[src/rtl/ifu_pkg.sv]
// Shared types and constants for the instruction fetch unit: FSM state encoding,
// payload-buffer commands, the fault filler instruction and the default boot address.
package ifu_pkg;

  localparam int unsigned IFU_DATA_LEN = 32;
  localparam logic [31:0] IFU_RST_PC   = 32'h8000_0000;
  localparam logic [31:0] NOP_INST     = 32'h0000_0013;

  typedef enum logic [1:0] {
    S_REQ   = 2'd0,
    S_WAIT  = 2'd1,
    S_VALID = 2'd2
  } ifu_state_e;

  typedef enum logic [1:0] {
    BUF_HOLD  = 2'd0,
    BUF_LOAD  = 2'd1,
    BUF_CLEAR = 2'd2
  } buf_op_e;

endpackage

[src/rtl/ifu_inst_buf.sv]
// Single-entry decode payload register {inst, PC, PC_S, fault} plus its valid bit.
// Load captures a new payload, clear drops only the valid bit, hold keeps everything.
module ifu_inst_buf
  import ifu_pkg::*;
#(
  parameter int unsigned DATA_LEN = IFU_DATA_LEN
) (
  input  logic                clk,
  input  logic                rst,
  input  buf_op_e             i_op,
  input  logic [31:0]         i_inst,
  input  logic [DATA_LEN-1:0] i_pc,
  input  logic [DATA_LEN-1:0] i_pc_s,
  input  logic                i_fault,
  output logic                o_valid,
  output logic [31:0]         o_inst,
  output logic [DATA_LEN-1:0] o_pc,
  output logic [DATA_LEN-1:0] o_pc_s,
  output logic                o_fault
);

  logic                r_valid;
  logic [31:0]         r_inst;
  logic [DATA_LEN-1:0] r_pc;
  logic [DATA_LEN-1:0] r_pc_s;
  logic                r_fault;

  // NOTE: the payload is reset too, not just the valid bit, because decode must see
  // all-zero inst/PC/PC_S while the unit is held in reset.
  always_ff @(posedge clk) begin
    if (rst) begin
      r_valid <= 1'b0;
      r_inst  <= '0;
      r_pc    <= '0;
      r_pc_s  <= '0;
      r_fault <= 1'b0;
    end else begin
      // NOTE: non-blocking assignments keep every register sampling pre-edge values.
      case (i_op)
        BUF_LOAD: begin
          r_valid <= 1'b1;
          r_inst  <= i_inst;
          r_pc    <= i_pc;
          r_pc_s  <= i_pc_s;
          r_fault <= i_fault;
        end
        BUF_CLEAR: r_valid <= 1'b0;
        default:   r_valid <= r_valid;
      endcase
    end
  end

  assign o_valid = r_valid;
  assign o_inst  = r_inst;
  assign o_pc    = r_pc;
  assign o_pc_s  = r_pc_s;
  assign o_fault = r_fault;

endmodule

[src/rtl/ifu.sv]
// Instruction fetch unit: owns the PC, keeps at most one fetch in flight and hands
// {inst, PC, PC_S, fault} to decode; redirects from execute override everything.
module ifu
  import ifu_pkg::*;
#(
  parameter int unsigned          DATA_LEN = IFU_DATA_LEN,
  parameter logic [DATA_LEN-1:0]  RST_PC   = DATA_LEN'(IFU_RST_PC)
) (
  input  logic                clk,
  input  logic                rst,
  input  logic                jump_valid,
  input  logic [DATA_LEN-1:0] jump_addr,
  output logic                imem_req_valid,
  input  logic                imem_req_ready,
  output logic [DATA_LEN-1:0] imem_req_addr,
  input  logic                imem_rsp_valid,
  input  logic [31:0]         imem_rsp_data,
  input  logic                imem_rsp_err,
  output logic                inst_valid,
  input  logic                inst_ready,
  output logic [31:0]         inst,
  output logic [DATA_LEN-1:0] PC,
  output logic [DATA_LEN-1:0] PC_S,
  output logic                inst_fault
);

  ifu_state_e          r_state;
  ifu_state_e          w_state_nxt;
  logic [DATA_LEN-1:0] r_pc;
  logic [DATA_LEN-1:0] w_pc_nxt;
  logic                r_drop;
  logic                w_drop_nxt;

  logic [DATA_LEN-1:0] w_pc_inc;
  logic                w_misaligned;
  logic                w_req_fire;
  buf_op_e             w_buf_op;
  logic [31:0]         w_buf_inst;
  logic                w_buf_fault;

  assign w_pc_inc     = r_pc + DATA_LEN'(4);
  assign w_misaligned = (r_pc[1:0] != 2'b00);

  // A misaligned PC never reaches memory; the fault is synthesised locally instead.
  assign imem_req_valid = !rst && (r_state == S_REQ) && !w_misaligned;
  assign imem_req_addr  = r_pc;
  assign w_req_fire     = imem_req_valid && imem_req_ready;

  always_ff @(posedge clk) begin
    if (rst) begin
      r_state <= S_REQ;
      r_pc    <= RST_PC;
      r_drop  <= 1'b0;
    end else begin
      r_state <= w_state_nxt;
      r_pc    <= w_pc_nxt;
      r_drop  <= w_drop_nxt;
    end
  end

  always_comb begin
    // NOTE: every output of this block gets a default first so no latch is inferred.
    w_state_nxt = r_state;
    w_pc_nxt    = r_pc;
    w_drop_nxt  = r_drop;
    w_buf_op    = BUF_HOLD;
    w_buf_inst  = NOP_INST;
    w_buf_fault = 1'b0;

    case (r_state)
      S_REQ: begin
        if (jump_valid) begin
          // An accepted request to the old PC is still in flight; mark it stale.
          w_pc_nxt = jump_addr;
          if (w_req_fire) begin
            w_state_nxt = S_WAIT;
            w_drop_nxt  = 1'b1;
          end
        end else if (w_misaligned) begin
          w_buf_op    = BUF_LOAD;
          w_buf_fault = 1'b1;
          w_state_nxt = S_VALID;
        end else if (w_req_fire) begin
          w_state_nxt = S_WAIT;
        end
      end

      S_WAIT: begin
        if (jump_valid) begin
          w_pc_nxt = jump_addr;
          if (imem_rsp_valid) begin
            w_drop_nxt  = 1'b0;
            w_state_nxt = S_REQ;
          end else begin
            w_drop_nxt  = 1'b1;
          end
        end else if (imem_rsp_valid) begin
          if (r_drop) begin
            w_drop_nxt  = 1'b0;
            w_state_nxt = S_REQ;
          end else begin
            w_buf_op    = BUF_LOAD;
            w_buf_inst  = imem_rsp_err ? NOP_INST : imem_rsp_data;
            w_buf_fault = imem_rsp_err;
            w_pc_nxt    = w_pc_inc;
            w_state_nxt = S_VALID;
          end
        end
      end

      S_VALID: begin
        if (jump_valid) begin
          w_pc_nxt    = jump_addr;
          w_buf_op    = BUF_CLEAR;
          w_state_nxt = S_REQ;
        end else if (inst_ready) begin
          w_buf_op    = BUF_CLEAR;
          w_state_nxt = S_REQ;
        end
      end

      default: w_state_nxt = S_REQ;
    endcase
  end

  // Buffer PC/PC_S come from pc_q before its increment, so they name the fetched word.
  ifu_inst_buf #(
    .DATA_LEN (DATA_LEN)
  ) u_inst_buf (
    .clk     (clk),
    .rst     (rst),
    .i_op    (w_buf_op),
    .i_inst  (w_buf_inst),
    .i_pc    (r_pc),
    .i_pc_s  (w_pc_inc),
    .i_fault (w_buf_fault),
    .o_valid (inst_valid),
    .o_inst  (inst),
    .o_pc    (PC),
    .o_pc_s  (PC_S),
    .o_fault (inst_fault)
  );

endmodule

[config.mk]
export PLATFORM = sky130hd
export DESIGN_NAME = ifu
export DESIGN_NICKNAME = d
export VERILOG_FILES = /design/src/rtl/ifu_pkg.sv /design/src/rtl/ifu_inst_buf.sv /design/src/rtl/ifu.sv
export SDC_FILE = /design/constraint.sdc
export NUM_CORES = 1
export LEC_CHECK = 0
export CORE_MARGIN = 5
export CORE_UTILIZATION = 50
export CTS_CLUSTER_DIAMETER = 100
export DETAILED_ROUTE_END_ITERATION = 12
export PLACE_DENSITY = 0.87
export SLEW_MARGIN = 20
export SYNTH_ARGS = -nofsm -noshare
export SYNTH_HDL_FRONTEND = slang
export SYNTH_SLANG_ARGS = --single-unit
export TNS_END_PERCENT = 1
[constraint.sdc]
create_clock -name clk -period 5.15 [get_ports clk]
set_clock_uncertainty 0.1 [all_clocks]
set_input_delay 1.03 -clock clk [delete_from_list [all_inputs] [get_ports clk]]
set_output_delay 1.03 -clock clk [all_outputs]
set_load 0.005 [all_outputs]
==> results of run 1 <==
layer usage:
layer	global-route usage	wire, microns
met5	0	0
met2	0.4138	8712
met4	0.1052	427
met3	0.09802	1833
met1	0.2958	7525
worst min-delay path, delay by kind of cell (launching register included):
kind            cells  cell delay, ns
simple gates        1            0.06
flops               1            0.31
compound gates      1            0.06
layout make-up:
type / count / area (sq um)
Sequential cell: 131 / 2623
Tap cell: 147 / 183.9
Clock buffer: 19 / 452.9
Multi-Input combinational cell: 497 / 3090
Clock inverter: 13 / 111.4
Inverter: 9 / 33.78
Fill cell: 878 / 3284
Timing Repair Buffer: 209 / 2082
cells in the mapped netlist (all sizes together), types with 6 or more instances:
cell type,count,share of area
nand3,21,0.018
inv,8,0.0050
a21oi,49,0.041
xnor2,17,0.025
xor2,9,0.013
clkbuf,38,0.024
nand2,33,0.021
nor3,14,0.014
nor2b,31,0.032
or3,6,0.0071
dfxtp,131,0.44
a31oi,6,0.0063
a32oi,9,0.013
o21ai,15,0.013
nor4,8,0.0094
nand4,9,0.013
buf,25,0.021
nor2,129,0.081
o22ai,9,0.0094
mux2i,42,0.070
and4,6,0.0088
a211oi,31,0.040
stage by stage:
stage | cell area, sq um | cells | setup slack [ns]
floorplan | 5995 | 700 | 2.074
global placement | 8013 | 993 | 1.571
detailed placement | 8013 | 993 | 1.372
CTS | 8577 | 1025 | 1.778
global route | 8577 | 1025 | 1.561
finish | 8577 | 1025 | 1.773
logic make-up after synthesis:
logic type               count (synthesis)
XOR/XNOR                                26
flip-flops                             131
buffers and inverters                   72
AO/OA/AOI/OAI                          149
adder cells (fa/ha/maj)                  3
multiplexers                            43
AND/OR/NAND/NOR                        276
power by group through the flow:
stage          Combinational, mW  Clock, mW  Sequential (mW)
2_1_floorplan              0.195          0             1.13
3_3_place_gp               0.369          0             1.15
3_5_place_dp               0.378          0             1.15
4_1_cts                    0.382       1.15             1.13
5_1_grt                    0.413       1.19             1.14
6_report                   0.380       1.14             1.13
registers in the layout, summed over array words and instances (netlist names):
name	flops
u_inst_buf.o_valid	1
u_inst_buf.o_inst	32
r_drop	1
u_inst_buf.o_fault	1
r_state	2
imem_req_addr	32
u_inst_buf.o_pc	30
u_inst_buf.o_pc_s	32
placed cells by master (no fill, tap or decap), types with 9 or more instances in the layout:
cell type        Yosys  routed
clkbuf_16            0      17
mux2i_1             42      42
clkdlybuf4s50_1      0     200
nand3_1             20      20
a211oi_1            30      30
a21oi_1             49      49
nor2b_1             31      31
o21ai_0             14      14
a32oi_1              9       9
nor3_1              12      12
nand2_1             33      33
o22ai_1              9       9
dfxtp_1            131     131
nor2_1             129     129
xor2_1               9       9
xnor2_1             17      17
final timing paths:
kind / start / endpoint / slack, ns / cells past startpoint
worst min register to register: u_inst_buf.o_fault$_SDFFE_PP0N_ / u_inst_buf.o_fault$_SDFFE_PP0N_ / 0.38 / 2
worst max register to register: r_state[0]$_SDFFE_PP0P_ / u_inst_buf.o_inst[6]$_SDFFE_PP0N_ / 2.42 / 8
worst min-delay path: u_inst_buf.o_fault$_SDFFE_PP0N_ / u_inst_buf.o_fault$_SDFFE_PP0N_ / 0.38 / 2
worst max-delay path: rst / imem_req_valid / 1.77 / 3
==> key figures, run 1 <==
Clock tree
  • Clk Latency, worst-skew pair: 0.41 ns
  • Hold_buf cts: 0
  • CTS tree: done
  • H-tree depth: 4
  • Bufs on Longest Clock Path: 2
  • Clock Pin Slew Worst Setup and Hold Paths: 0.05 ns
  • Clock sinks: 131
  • # Post-CTS Setup Buffers: 0
  • Root buffer cell: clkbuf_16
  • CTS resizes: 0
  • Number of buffers created by CTS: 17

Power and ir drop
  • Pleak: 3.073 nW
  • Net Sw Power: 686.9 uW
  • Sequential power share: 0.427
  • Overall power: 2.648 mW
  • PD cells: 308.8 mW/mm^2
  • Sw frac: 0.2594
  • Comb power frac: 0.143
  • Maximum vdd drop: 0.0001804 V
  • Clk pwr share: 0.430
  • Int Power: 1.961 mW

Yosys
  • Post-synthesis mux area share: 0.07201
  • Post-synthesis sequential area ratio: 0.4375
  • Simple-gate share of the synthesized area: 0.2292
  • Area share of fa/ha/maj cells after synthesis: 0.006262
  • Yosys warns: 0
  • Post-synth ARST share: 0
  • Main combinational cell family by area after synthesis: simple AND/OR/NAND/NOR gates
  • Main synth FF type: dfxtp_1
  • Cell Area, Synth: 0.005994 sq mm
  • Avg Inst Size Synth: 8.564 sq um
  • Xor/xnor cell area share of the yosys netlist: 0.03799
  • Netlist cell types: 63
  • EDFF count, synth: 0
  • Synth Area in Compound Gates: 0.1659
  • Net count after synthesis: 774
  • Synthesis-stage register bit count: 131
  • Mapped Cells: 700

Worst setup path
  • Critical path peak fanout: 59
  • CP endpoint kind: output pin
  • Critical Path Max Stage Delay: 0.58 ns
  • CP Buf/Inv Count: 2
  • CP Data Arrival Time: 2.25 ns
  • Worst path required time: 4.02 ns
  • Setup crit start kind: input pin
  • Crit-path cells: buf_4 > nor4b_1 > clkdlybuf4s50_1
  • Critical path class: in -> out
  • CP max stage cell: clkdlybuf4s50_1
  • CP top delay family: buffers and inverters

STA
  • Hold_ws: 0.3827 ns
  • Final hold viol count: 0
  • Setup TNS Final: 0 ns
  • Minimum clock period: 3.377 ns
  • Max Freq: 296.2 MHz
  • Final period util: 0.6556
  • RSZ-0062 raised after global routing: false
  • Endpoints failing setup: 0
  • Slew headroom: 0.3869
  • Worst-Margin Slew: 0.9196 ns
  • Max-slew violations: 0

Floorplanning
  • Core Area: 0.01186 sq mm
  • Die H: 119.5 microns
  • Row cnt: 40
  • Die width: 119.5 microns
  • Die Area: 0.01428 sq mm
  • IO Count: 202
  • Initial core utilization: 0.5054

Final layout
  • Final Util: 0.7231
  • Nets: 939
  • Synthesis-to-finish area growth: 43.08%
  • Ratio of cells with drive above 1 in the final layout: 0.06492
  • Ant diodes: 0

GRT
  • First-pass GRT wire length: 29490 microns
  • Vias in the first global route: 5901
  • Total congestion overflow: 0
  • Largest net degree at the start of global routing: 73
  • Initial antenna violation count: 0
  • Global Route Usage Sum: 0.2525

Route
  • WL per Instance: 18.05 microns
  • Detail Route Antenna Nets: 0
  • Residual DRC: 0
  • DR pass1 iterations: 5
  • DRT iter0 DRCs: 431
  • Via Count: 5865
  • Final wirelength: 18500 microns
  • DR vias/cell: 5.722

Placed design
  • Port buffer count: 201
  • DP HPWL: 12850 microns
  • Final Wtd Congestion: 0.8695

Min path
  • Hold Path Class: reg -> reg

Run
  • MaxCap Viol Count: 0

Run status
  • Status: complete, no violations
Note: power is estimated with default switching activity, not from simulation.
==> inputs of run 2 (changes only) <==
Settings changed: CORE_UTILIZATION 50 to 46, PLACE_DENSITY 0.87 to 0.81.
Clock period 5.15 ns to 3.35 ns, I/O delays scaled along.
==> key figures, run 2 (synthesized netlist as in run 1, its figures left out) <==
Run status
  • Status: complete, no violations

Floorplanning
  • Die Area: 0.01541 sq mm (+8.0%)
  • Die width: 124.2 microns (+3.9%)
  • Die H: 124.2 microns (+3.9%)
  • Core Area: 0.01272 sq mm (+7.3%)
  • IO Count: 202 (unchanged)
  • Row cnt: 41 (+2.5%)
  • Initial core utilization: 0.4712 (-0.03420)

Worst setup path
  • CP Data Arrival Time: 1.90 ns (-0.35 ns)
  • Critical path class: reg -> out
  • Critical path peak fanout: 4 (-93%)
  • CP max stage cell: clkdlybuf4s50_1
  • Reg-to-reg critical path startpoint: imem_req_addr[3]$_SDFFE_PP0P_
  • Critical Path Max Stage Delay: 0.59 ns (about the same)
  • FF-to-FF path depth: 6 (-2)
  • R2r endpoint: u_inst_buf.o_pc_s[30]$_SDFFE_PP0N_
  • Worst path required time: 2.58 ns (-1.44 ns)
  • CP endpoint kind: output pin
  • FF-to-FF setup slack: 0.81 ns (-1.61 ns)
  • Setup crit start kind: flip-flop
  • Crit-path cells: nor2_1 > nor4b_1 > clkdlybuf4s50_1

STA
  • Max-slew violations: 0 (unchanged)
  • RSZ-0062 raised after global routing: false
  • Minimum clock period: 2.673 ns
  • Slew headroom: 0.5824 (+0.1955)
  • Setup TNS Final: 0 ns (unchanged)
  • Final hold viol count: 0 (unchanged)
  • Endpoints failing setup: 0 (unchanged)
  • Final period util: 0.7979
  • Worst-Margin Slew: 0.6207 ns (-0.2989 ns)
  • Max Freq: 374.1 MHz

Route
  • DR pass1 iterations: 5 (unchanged)
  • Final wirelength: 18920 microns (+2.3%)
  • DRT iter0 DRCs: 422 (-2.1%)
  • Residual DRC: 0 (unchanged)
  • WL per Instance: 17.97 microns (-0.44%)
  • DR vias/cell: 5.550 (-3.0%)
  • Via Count: 5844 (-0.36%)
  • Detail Route Antenna Nets: 0 (unchanged)

Clock tree
  • # Post-CTS Setup Buffers: 0 (unchanged)
  • Root buffer cell: clkbuf_16
  • CTS resizes: 0 (unchanged)
  • Clock Pin Slew Worst Setup and Hold Paths: 0.06 ns (about the same)
  • H-tree depth: 4 (unchanged)
  • Clock sinks: 131 (unchanged)
  • Hold_buf cts: 0 (unchanged)
  • Bufs on Longest Clock Path: 2 (unchanged)
  • Number of buffers created by CTS: 17 (unchanged)
  • Clk Latency, worst-skew pair: 0.42 ns (about the same)
  • CTS tree: done

Final layout
  • Nets: 944 (+0.53%)
  • Most frequent cells in the layout: 200 x clkdlybuf4s50_1, 131 x dfxtp_1, 129 x nor2_1, 49 x a21oi_1, 42 x mux2i_1
  • Synthesis-to-finish area growth: 44.50%
  • Ratio of cells with drive above 1 in the final layout: 0.06470 (-0.0002211)
  • Multi-input logic area: 0.003090 sq mm (unchanged)
  • Leading cell type in the layout, fill and taps excluded: clkdlybuf4s50_1
  • Fillers: 1025 (+17%)
  • Final std cells w/o fill: 1053 (+2.7%)
  • Seq. cell area: 0.002623 sq mm (unchanged)
  • Ant diodes: 0 (unchanged)

Min path
  • Min-Delay Startpoint: u_inst_buf.o_fault$_SDFFE_PP0N_
  • Worst Hold End: u_inst_buf.o_fault$_SDFFE_PP0N_
  • Hold Path Class: reg -> reg
  • Hold path depth: 2 (unchanged)

GRT
  • Initial antenna violation count: 0 (unchanged)
  • Largest net degree at the start of global routing: 129 (+77%)
  • Total congestion overflow: 0 (unchanged)
  • First-pass GRT wire length: 30100 microns (+2.1%)
  • Vias in the first global route: 5795 (-1.8%)
  • Global Route Usage Sum: 0.2493 (-0.003223)

Power and ir drop
  • PD cells: 471.6 mW/mm^2 (+53%)
  • Pleak: 3.114 nW (+1.3%)
  • Maximum vdd drop: 0.0002799 V (+55%)

Placed design
  • Port buffer count: 201 (unchanged)
  • Placed Instances: 1023 (+3.0%)
  • DP HPWL: 13210 microns (+2.8%)
  • Final Wtd Congestion: 0.8434 (-3.0%)

Run
  • MaxCap Viol Count: 0 (unchanged)
==> run 2: cell count changes in the layout (fill, tap and decap cells not counted), sizes merged <==
cell,delta
buf,+5
clkbuf,+6
clkinv,-4
clkinvlp,-4
==> run 2: worst max-delay path, delay by kind of cell (launching register included) <==
kind	cells	cell delay (ns)
buffers and inverters	1	0.59
DFF	1	0.33
and+or+nand+nor	2	0.56
==> run 2: power by group <==
part	internal (mW)	total, mW	switching, mW
logic	0.332	0.599	0.267
clock network	1.10	1.75	0.647
registers	1.64	1.73	0.0953
total	3.08	4.08	1.01
==> run 2: cell type report <==
cell class,count,share of cell area
Clock buffer,25,0.05836
Tap cell,172,0.02484
Sequential cell,131,0.3028
Inverter,9,0.003900
Multi-Input combinational cell,497,0.3568
Clock inverter,5,0.005778
Timing Repair Buffer,214,0.2476
==> run 2: stage by stage <==
stage                     hold slack [ns]  worst slack, ns  area, sq um  utilization  power (mW)
after global routing               0.3982           0.4755         8662       0.6809       4.251
after global placement             0.3606           0.5645         8107       0.6372       2.342
after detailed placement           0.3717           0.4243         8107       0.6372       2.361
after floorplan                    0.3623           0.6338         5995            -       2.033
final                              0.3818           0.6772         8662       0.6809       4.085
after CTS                          0.3831           0.6105         8662       0.6809       4.113
==> run 2: metal layers <==
| layer | share of wire | up-vias | GRT usage |
|---|---|---|---|
| li1 | - | 2811 | - |
| met1 | 0.40 | 2700 | 0.3016 |
| met2 | 0.47 | 285 | 0.3983 |
| met3 | 0.10 | 48 | 0.09446 |
| met4 | 0.029 | 0 | 0.1034 |
| met5 | 0 | - | 0 |
==> run 2: worst max path at each step <==
stage	startpoint	endpoint	slack [ns]	cells after the start
floorplan	jump_valid	u_inst_buf.o_pc[10]$_SDFFE_PP0N_	0.63	9
global placement	imem_rsp_valid	u_inst_buf.o_inst[3]$_SDFFE_PP0N_	0.56	9
detailed placement	imem_rsp_valid	u_inst_buf.o_inst[30]$_SDFFE_PP0N_	0.42	9
CTS	imem_req_addr[1]$_SDFFE_PP0P_	imem_req_valid	0.61	3
global route	imem_req_addr[1]$_SDFFE_PP0P_	imem_req_valid	0.48	3
finish	imem_req_addr[0]$_SDFFE_PP0P_	imem_req_valid	0.68	3
==> inputs of run 3 (changes only) <==
Settings changed: CORE_UTILIZATION 46 to 42, PLACE_DENSITY 0.81 to 0.78.
Clock period 3.35 ns to 2.2 ns, I/O delays scaled along.
==> key figures, run 3 (synthesized netlist as in run 1, its figures left out) <==
STA
  • Minimum clock period: 2.082 ns
  • Max Freq: 480.3 MHz
  • Final period util: 0.9463
  • Worst-Margin Slew: 0.5516 ns (-0.06902 ns)
  • Hold_ws: 0.3728 ns (-0.008935 ns)
  • Slew headroom: 0.6288 (+0.04644)
  • Setup TNS Final: 0 ns (unchanged)
  • Final hold viol count: 0 (unchanged)
  • Max-slew violations: 0 (unchanged)
  • Final WS setup: 0.1182 ns (-0.5590 ns)
  • Endpoints failing setup: 0 (unchanged)
  • RSZ-0062 raised after global routing: true

Placed design
  • Final Wtd Congestion: 0.8691 (+3.0%)
  • Port buffer count: 201 (unchanged)
  • DP HPWL: 13300 microns (+0.71%)
  • Pre-CTS WS: -0.2238 ns (-0.6481 ns)

Route
  • DR pass1 iterations: 5 (unchanged)
  • Detail Route Antenna Nets: 0 (unchanged)
  • Final wirelength: 18550 microns (-2.0%)
  • DRT iter0 DRCs: 374 (-11%)
  • WL per Instance: 16.61 microns (-7.6%)
  • Residual DRC: 0 (unchanged)
  • DR vias/cell: 5.295 (-4.6%)
  • Via Count: 5915 (+1.2%)

GRT
  • Total congestion overflow: 0 (unchanged)
  • Vias in the first global route: 5722 (-1.3%)
  • Largest net degree at the start of global routing: 94 (-27%)
  • Global Route Usage Sum: 0.2213 (-0.02798)
  • Initial antenna violation count: 0 (unchanged)
  • First-pass GRT wire length: 29640 microns (-1.6%)

Min path
  • Hold Path Class: reg -> reg
  • Hold path depth: 2 (unchanged)

Clock tree
  • Number of buffers created by CTS: 17 (unchanged)
  • Clock Pin Slew Worst Setup and Hold Paths: 0.06 ns (about the same)
  • Root buffer cell: clkbuf_16
  • # Post-CTS Setup Buffers: 0 (unchanged)
  • H-tree depth: 4 (unchanged)
  • CTS tree: done
  • Clk Latency, worst-skew pair: 0.42 ns (about the same)
  • Hold_buf cts: 0 (unchanged)
  • Clock sinks: 131 (unchanged)
  • Bufs on Longest Clock Path: 2 (unchanged)

Final layout
  • Final Util: 0.6573 (-0.02359)
  • Ratio of cells with drive above 1 in the final layout: 0.1291 (+0.06444)
  • Ant diodes: 0 (unchanged)
  • Nets: 998 (+5.7%)
  • Most frequent cells in the layout: 199 x clkdlybuf4s50_1, 128 x nor2_1, 128 x dfxtp_1, 64 x buf_4, 49 x a21oi_1
  • Synthesis-to-finish area growth: 52.79%
  • Leading cell type in the layout, fill and taps excluded: clkdlybuf4s50_1

Floorplanning
  • Die H: 129.5 microns (+4.3%)
  • IO Count: 202 (unchanged)
  • Die width: 129.5 microns (+4.3%)
  • Core Area: 0.01393 sq mm (+9.5%)
  • Initial core utilization: 0.4302 (-0.04100)
  • Row cnt: 43 (+4.9%)
  • Die Area: 0.01676 sq mm (+8.7%)

Worst setup path
  • Critical path peak fanout: 8 (+4)
  • Critical path class: reg -> out
  • CP Data Arrival Time: 1.54 ns (-0.36 ns)
  • CP endpoint kind: output pin
  • Worst path required time: 1.66 ns (-0.92 ns)
  • FF-to-FF path depth: 7 (+1)
  • Setup crit start kind: flip-flop

Run
  • MaxCap Viol Count: 0 (unchanged)

Power and ir drop
  • Maximum vdd drop: 0.0004867 V (+74%)
  • PD cells: 712.9 mW/mm^2 (+51%)
  • Overall power: 6.529 mW (+60%)
  • Pleak: 3.411 nW (+9.6%)

Run status
  • Status: complete, no violations
[run 3: worst paths after layout]
path	start	to	slack, ns
min	u_inst_buf.o_fault$_SDFFE_PP0N_	u_inst_buf.o_fault$_SDFFE_PP0N_	0.37
min reg2reg	u_inst_buf.o_fault$_SDFFE_PP0N_	u_inst_buf.o_fault$_SDFFE_PP0N_	0.37
max	imem_req_addr[5]$_SDFFE_PP0P_	imem_req_addr[5]	0.12
max reg2reg	imem_req_addr[3]$_SDFFE_PP0P_	u_inst_buf.o_pc_s[30]$_SDFFE_PP0N_	0.13
[run 3: power breakdown]
group	internal [mW]	switching, mW	total [mW]
logic	0.577	0.462	1.04
registers	2.49	0.0941	2.59
clock network	1.86	1.04	2.90
[run 3: stage by stage]
| stage | cell area (sq um) | cells |
|---|---|---|
| after floorplan | 6002 | 700 |
| after global placement | 8534 | 1085 |
| after detailed placement | 8534 | 1085 |
| after CTS | 9146 | 1117 |
| after global routing | 9159 | 1117 |
| final | 9159 | 1117 |
[run 3: layer usage]
layer	GRT usage	share of wire	up-vias
met5	0	0	-
met4	0.08252	0.022	0
met2	0.3427	0.45	232
li1	-	-	2922
met3	0.09151	0.10	29
met1	0.2772	0.43	2732
[run 3: cell type report]
type,count,area [sq um]
fillers,1163,4776
multi-input cells,497,3108
flip-flops and latches,131,2626
repair buffers,268,2561
clock buffers,22,474.2
well taps,180,225.2
clock inverters,10,130.1
inverters,9,33.78
[run 3: worst max-delay path, stage by stage, from the launching register on]
cell and delay [ns]:
dfxtp_1 0.39, buf_4 0.19, clkdlybuf4s50_1 0.54
[run 3: what timing repair did]
item	4_1_cts	5_1_grt
endpoints found under the hold margin	0	0
resized for setup	3	5
endpoints found under the setup margin	1	10
